**src/rtl/ls_pkg.sv**
```systemverilog
// Shared types for the load/store unit: store-queue entry layout and control states.
package ls_pkg;

    localparam int AW = 8;
    localparam int DW = 8;

    typedef struct packed {
        logic [AW-1:0] addr;
        logic [DW-1:0] data;
    } sq_entry_t;

    typedef enum logic {
        RUN   = 1'b0,
        FLUSH = 1'b1
    } ctl_state_t;

endpackage

```
**src/rtl/ls_store_queue.sv**
```systemverilog
// In-order circular store queue with a parallel youngest-match lookup for load forwarding.
module ls_store_queue #(
    parameter int QDEPTH = 2,
    parameter int AW     = 8,
    parameter int DW     = 8
) (
    input  logic                        clk,
    input  logic                        rst_n,
    input  logic                        push,
    input  logic [AW-1:0]               push_addr,
    input  logic [DW-1:0]               push_data,
    input  logic                        pop,
    output logic [AW-1:0]               head_addr,
    output logic [DW-1:0]               head_data,
    output logic                        full,
    output logic                        empty,
    output logic [$clog2(QDEPTH):0]     count,
    input  logic [AW-1:0]               lookup_addr,
    output logic                        hit,
    output logic [DW-1:0]               hit_data
);
    import ls_pkg::*;

    localparam int PW = $clog2(QDEPTH);

    sq_entry_t     entries [QDEPTH];
    logic [PW-1:0] head;
    logic [PW-1:0] tail;
    logic [PW:0]   cnt;

    always_ff @(posedge clk or negedge rst_n) begin
        if (!rst_n) begin
            head <= '0;
            tail <= '0;
            cnt  <= '0;
        end else begin
            if (push) tail <= tail + PW'(1);
            if (pop)  head <= head + PW'(1);
            case ({push, pop})
                2'b10:   cnt <= cnt + (PW+1)'(1);
                2'b01:   cnt <= cnt - (PW+1)'(1);
                default: ;
            endcase
        end
    end

    // Payload storage carries no reset; occupancy alone decides validity.
    always_ff @(posedge clk) begin
        if (push) entries[tail] <= '{addr: push_addr, data: push_data};
    end

    // Scan oldest to youngest so the youngest matching entry wins.
    always_comb begin
        logic [PW-1:0] idx;
        hit      = 1'b0;
        hit_data = '0;
        idx      = '0;
        for (int i = 0; i < QDEPTH; i++) begin
            idx = head + PW'(i);
            if (((PW+1)'(i) < cnt) && (entries[idx].addr == lookup_addr)) begin
                hit      = 1'b1;
                hit_data = entries[idx].data;
            end
        end
    end

    assign head_addr = entries[head].addr;
    assign head_data = entries[head].data;
    assign full      = (cnt == (PW+1)'(QDEPTH));
    assign empty     = (cnt == '0);
    assign count     = cnt;

endmodule

```
**src/rtl/ls_unit.sv**
```systemverilog
// Load/store unit: store-queue buffering, single memory-port arbitration, fence FSM
// and a registered load-response port.
module ls_unit #(
    parameter int QDEPTH = 2,
    parameter int AW     = 8,
    parameter int DW     = 8
) (
    input  logic          clk,
    input  logic          rst_n,
    input  logic          req_valid,
    input  logic          req_we,
    input  logic [AW-1:0] req_addr,
    input  logic [DW-1:0] req_wdata,
    output logic          req_ready,
    output logic          rsp_valid,
    output logic [DW-1:0] rsp_data,
    input  logic          drain,
    output logic          sq_empty,
    output logic [AW-1:0] mem_addr,
    output logic [DW-1:0] mem_wdata,
    output logic          mem_we,
    input  logic [DW-1:0] mem_rdata
);
    import ls_pkg::*;

    localparam int PW = $clog2(QDEPTH);

    ctl_state_t    state;
    logic          sq_full;
    logic          sq_empty_w;
    logic [PW:0]   sq_count;
    logic [AW-1:0] head_addr;
    logic [DW-1:0] head_data;
    logic          sq_hit;
    logic [DW-1:0] sq_hit_data;
    logic          store_acc;
    logic          load_acc;
    logic          port_load;
    logic          sq_pop;
    logic          rsp_vld_p1;
    logic [DW-1:0] rsp_data_p1;

    ls_store_queue #(
        .QDEPTH (QDEPTH),
        .AW     (AW),
        .DW     (DW)
    ) u_sq (
        .clk         (clk),
        .rst_n       (rst_n),
        .push        (store_acc),
        .push_addr   (req_addr),
        .push_data   (req_wdata),
        .pop         (sq_pop),
        .head_addr   (head_addr),
        .head_data   (head_data),
        .full        (sq_full),
        .empty       (sq_empty_w),
        .count       (sq_count),
        .lookup_addr (req_addr),
        .hit         (sq_hit),
        .hit_data    (sq_hit_data)
    );

    assign req_ready = (state == RUN) && !sq_full;
    assign store_acc = req_valid && req_ready && req_we;
    assign load_acc  = req_valid && req_ready && !req_we;
    // A forwarded load leaves the port free, so the head may drain alongside it.
    assign port_load = load_acc && !sq_hit;
    assign sq_pop    = !sq_empty_w && !port_load;
    assign sq_empty  = sq_empty_w;

    always_comb begin
        mem_we    = 1'b0;
        mem_addr  = '0;
        mem_wdata = '0;
        if (port_load) begin
            mem_addr = req_addr;
        end else if (sq_pop) begin
            mem_we    = 1'b1;
            mem_addr  = head_addr;
            mem_wdata = head_data;
        end
    end

    always_ff @(posedge clk or negedge rst_n) begin
        if (!rst_n) begin
            state <= RUN;
        end else begin
            case (state)
                RUN:     if (drain) state <= FLUSH;
                FLUSH:   if (!drain && (sq_count == '0)) state <= RUN;
                default: state <= RUN;
            endcase
        end
    end

    // Stage p1: load response captured at the acceptance edge.
    always_ff @(posedge clk or negedge rst_n) begin
        if (!rst_n) begin
            rsp_vld_p1  <= 1'b0;
            rsp_data_p1 <= '0;
        end else begin
            rsp_vld_p1 <= load_acc;
            if (load_acc) rsp_data_p1 <= sq_hit ? sq_hit_data : mem_rdata;
        end
    end

    assign rsp_valid = rsp_vld_p1;
    assign rsp_data  = rsp_data_p1;

endmodule

```
**config.mk**
```make
export PLATFORM = sky130hd
export DESIGN_NAME = ls_unit
export DESIGN_NICKNAME = d
export VERILOG_FILES = /design/src/rtl/ls_pkg.sv /design/src/rtl/ls_store_queue.sv /design/src/rtl/ls_unit.sv
export SDC_FILE = /design/constraint.sdc
export NUM_CORES = 1
export LEC_CHECK = 0
export BUFFER_PORTS_ARGS = -buffer_cell sky130_fd_sc_hd__buf_2
export CAP_MARGIN = 5
export CORE_MARGIN = 3
export CORE_UTILIZATION = 40
export CTS_CLUSTER_DIAMETER = 100
export DETAILED_ROUTE_END_ITERATION = 10
export PLACE_DENSITY = 0.62
export SETUP_SLACK_MARGIN = 0.3
export SLEW_MARGIN = 30
export SYNTH_ARGS = -nofsm -noshare
export SYNTH_HDL_FRONTEND = slang
export SYNTH_SLANG_ARGS = --single-unit
export TNS_END_PERCENT = 30
```
**constraint.sdc**
```tcl
create_clock -name clk -period 4.95 [get_ports clk]
set_input_delay 0.99 -clock clk [delete_from_list [all_inputs] [get_ports clk]]
set_output_delay 0.99 -clock clk [all_outputs]
set_load 0.02 [all_outputs]
```
==> impl.org <==
** Logic synthesis
- Summing the areas of all xor and xnor instances in the mapped netlist gives 6.475% of the synthesized area.
- Count of cell types in the netlist :: 32
- Counting flops with an async set or reset pin after synthesis yields a share of 30.43%.
- After synthesis, the largest family of logic cells by area is multiplexers.
- For this run, the leading register cell type out of synthesis is sky130_fd_sc_hd__edfxtp_1.
- Synthesis produced about 200 cells.
- Summing the areas of all and, or, nand and nor instances in the mapped netlist gives 14.26% of the synthesized area.
- YS warnings :: 0
- Multiplexer fraction of the synthesized cell area :: 16.80%
- Post-synthesis compound-gate area fraction :: 6.183%
- A synthesized cell averages 13.18 sq um.
- Synthesis produced a netlist with a net count of 228.
- EDFF count, synth :: 32
- Area of the mapped netlist :: 2570 sq um
- Of the synthesized area, sequential elements account for 51.02%.
- Counting flops and latches in the post-synthesis netlist gives 46.
- Summing the areas of all fa, ha and maj instances in the mapped netlist gives 1.947% of the synthesized area.

** Timing
- The final count of pins violating max slew was 0.
- Rel. slew slack :: between 50 and 60%
- Final period util :: about 86%
- Slew of the pin with the lowest slew margin :: 627.0 ps
- Setup violations remaining at the end of the flow were counted as 0.
- The final count of hold timing violations is 0.
- For the final routed database, the setup TNS stands at 0 ps.
- Setup repair after global routing left no endpoint under its margin.
- Minimum period implied by the final worst setup slack :: 4257 ps
- Fin Clk Skew :: 5.293 ps
- Derived from the worst setup path, the maximum achievable clock frequency is 0.2349 GHz.

** GRT
- The number of antenna violations at the first check in global routing is 0.
- Congestion Overflow GR :: 0
- The first global-routing pass estimated slightly below 9000 um of wire.
- Entering global routing, the biggest net connects 20 pins.
- The via count of the first global-routing pass is 1,703.
- Gr usage total :: 15.19%

** Clock tree
- The number of clock buffers added by TritonCTS is 5.
- Hold repair after CTS inserted 0 buffers.
- Clock-pin transition on the worst setup and hold timing paths :: 80 ps
- Worst-skew pair later-pin latency :: 290 ps
- Root buffer cell :: sky130_fd_sc_hd__clkbuf_8
- In this run, post-CTS repair resized a total of 0 instances.
- CTS saw 46 sinks.
- The H-tree generated during clock tree synthesis spans 2 levels.
- In this run the post-CTS setup repair buffer count came out at 0.
- Number of buffers between clock root and the deepest sink :: 2
- TritonCTS built the clock tree.

** Critical path
- In this run the worst path has a maximum fanout of 19.
- Together, buffers and inverters on the worst path number 2.
- Cell with the largest stage delay on the worst path :: sky130_fd_sc_hd__nor4_4
- The critical path crosses 8 cells after its start point.
- The worst register-to-register path has a depth of 9.
- In this run the critical register-to-register path is captured at u_sq.count[1].
- The critical path is of the reg2out type.
- Startpoint type of the worst setup path :: flop
- The most critical setup path has its endpoint at mem_addr[0].
- Across all register-to-register paths, the minimum setup slack is 1790 ps.
- In this design, the stage delay of the slowest critical-path cell is 620 ps.
- Startpoint of the worst register-to-register path :: u_sq.head
- Endpoint required time on the critical path :: 3960 ps
- Arrival time at the worst endpoint :: 3270 ps
- Cell-by-cell trace of the critical path :: buf_4 > mux2i_1 > xnor2_1 > nor4_4 > nand2_4 > nand3_2 > mux2_2 > buf_2
- Critical path capture point type :: output pin
- Launching instance or port of the critical path :: u_sq.head
- The cell family contributing the most delay on the critical path is simple AND/OR/NAND/NOR gates.

** Run
- The tool flagged a number of max-cap violations equal to 0.

** Power
- Power spread over the standard cell area amounts to around 520 nW/um^2.
- IR analysis of the VDD net gives a maximum drop of 0.0002702 V.
- For this design the static power due to leakage is ~1.2 nW.
- Power consumption :: 1.553 mW

** Route
- For this block, the initial DRC count from the detailed router was 64.
- In the routed design, unresolved DRC markers number 0.
- Routed vias :: 1,703
- The first TritonRoute pass finished after 5 iterations.
- Dividing the detail-routed via count by the number of cells gives 5.176.
- Average routed wire per standard cell :: 16.04 um
- Post-detailed-routing wire length :: 5277 um
- Antenna violation net count after detailed routing :: 0

** Place
- Post-placement cell count :: 321
- During placement, the flow inserted port buffers numbering 56.
- Placer Congestion :: about 0.71
- Detailed placement ended at an HPWL of between 3000 and 4000 um.

** Final layout
- 0 antenna diodes ended up in the layout.
- Number of fill cells in the layout :: 560
- Layout cells sized above 1 :: 35.43%
- The sequential cells in the finished layout cover a total of 1311 sq um.
- Net count, final :: 286
- The area growth from synthesis to layout is 16.31%.
- Area of combinational cells with multiple inputs :: 1174 sq um
- Post-route non-filler standard cell count :: 329

** Die
- Die Height :: 86.16 um
- Die X :: 86.16 um
- Core area :: 6061 sq um
- IO Pins :: 57
- Placement Rows :: 28
- Initial Utilization :: 42.40%
- The floorplan step defined a die boundary enclosing 7423 sq um.

** Outcome
- Result of the run :: finished, final reports clean

** Worst hold path
- Worst Hold Class :: reg2reg
report_power, final:
part           switching, mW  leakage (nW)  total [mW]  internal (mW)
sequential            0.0529         0.456       0.534          0.481
combinational          0.460         0.738       0.800          0.340
clock                  0.121        0.0426       0.219         0.0973
total                  0.635          1.24        1.55          0.918
registers in the layout, indices dropped and copies added (netlist names):
name and count:
rsp_data 8, u_sq.entries 32, state 1, rsp_valid 1
u_sq.count 2, u_sq.head 1, u_sq.tail 1
logic make-up after synthesis:
logic type	Yosys count
AND/OR/NAND/NOR	51
flip-flops	46
multiplexers	41
AO/OA/AOI/OAI	20
XOR/XNOR	19
buffers and inverters	14
adder cells (fa/ha/maj)	4
cell usage in the layout, fill, tap and decap left out, types with 3 or more instances in the layout:
cell type,count
sky130_fd_sc_hd__and2_1,3
sky130_fd_sc_hd__dfrtp_1,14
sky130_fd_sc_hd__xnor2_1,17
sky130_fd_sc_hd__nand3_1,4
sky130_fd_sc_hd__a32o_1,5
sky130_fd_sc_hd__nor4_4,3
sky130_fd_sc_hd__buf_2,56
sky130_fd_sc_hd__nor2_1,14
sky130_fd_sc_hd__mux2_2,14
sky130_fd_sc_hd__ha_1,4
sky130_fd_sc_hd__nor2b_1,5
sky130_fd_sc_hd__a31oi_1,12
sky130_fd_sc_hd__clkbuf_8,5
sky130_fd_sc_hd__nand3b_1,13
sky130_fd_sc_hd__edfxtp_1,32
sky130_fd_sc_hd__mux2i_1,26
sky130_fd_sc_hd__buf_4,4
sky130_fd_sc_hd__inv_1,4
metal layers:
metal  share of wire (%)  GRT usage (%)
met1                  47          20.93
met3                 3.9          3.458
met4                0.72          5.180
met5                   0              0
met2                  49          23.55
worst reg2reg max path, stage by stage (launching register included):
cell and delay (ps):
sky130_fd_sc_hd__dfrtp_1 570, sky130_fd_sc_hd__buf_4 290, sky130_fd_sc_hd__mux2i_1 250, sky130_fd_sc_hd__xnor2_1 130, sky130_fd_sc_hd__nor4_4 620, sky130_fd_sc_hd__nand2_4 290
sky130_fd_sc_hd__a31oi_4 420, sky130_fd_sc_hd__ha_1 340, sky130_fd_sc_hd__nand2_1 80, sky130_fd_sc_hd__o21ai_0 70
cells in the mapped netlist, types with 3 or more instances:
cell type / count / area [sq um]
sky130_fd_sc_hd__mux2_2: 14 / 157.7
sky130_fd_sc_hd__buf_6: 4 / 45.04
sky130_fd_sc_hd__xnor2_1: 17 / 148.9
sky130_fd_sc_hd__edfxtp_1: 32 / 960.9
sky130_fd_sc_hd__dfrtp_1: 14 / 350.3
sky130_fd_sc_hd__inv_1: 4 / 15.01
sky130_fd_sc_hd__mux2i_1: 26 / 260.3
sky130_fd_sc_hd__nand3_1: 4 / 20.02
sky130_fd_sc_hd__a31oi_1: 12 / 75.07
sky130_fd_sc_hd__ha_1: 4 / 50.05
sky130_fd_sc_hd__a32o_1: 5 / 50.05
sky130_fd_sc_hd__clkbuf_1: 3 / 11.26
sky130_fd_sc_hd__nor4_4: 3 / 63.81
sky130_fd_sc_hd__nor2b_1: 5 / 31.28
sky130_fd_sc_hd__and2_1: 3 / 18.77
sky130_fd_sc_hd__nand3b_1: 13 / 97.59
sky130_fd_sc_hd__nor2_1: 14 / 52.55
per-stage QoR:
step                utilization (%)  instance area, sq um  worst slack, ps  hold WS, ps
global placement              47.98                  2908            951.6        465.9
finish                        49.32                  2989            693.2        492.4
global route                  49.32                  2989            457.8        520.6
CTS                           49.32                  2989            661.7        496.6
detailed placement            47.98                  2908            903.3        477.1
floorplan                         -                  2570             1532        453.7
final cells by class:
cell class / count / share of cell area [%]
sequential: 46 / 43.87
multi-input combinational: 135 / 39.26
timing repair buffer: 60 / 10.38
tap: 75 / 3.139
clock buffer: 6 / 2.428
inverter: 5 / 0.6279
clock inverter: 2 / 0.2930
worst min-delay path by stage:
stage | from | end | slack (ps) | depth (start not counted)
after detailed placement | state | state | 480 | 1
after CTS | state | state | 500 | 1
after global routing | state | state | 520 | 1
final | state | state | 490 | 1
after floorplan | state | state | 450 | 1
after global placement | state | state | 470 | 1
No activity file was read; power rests on OpenSTA's default activity.
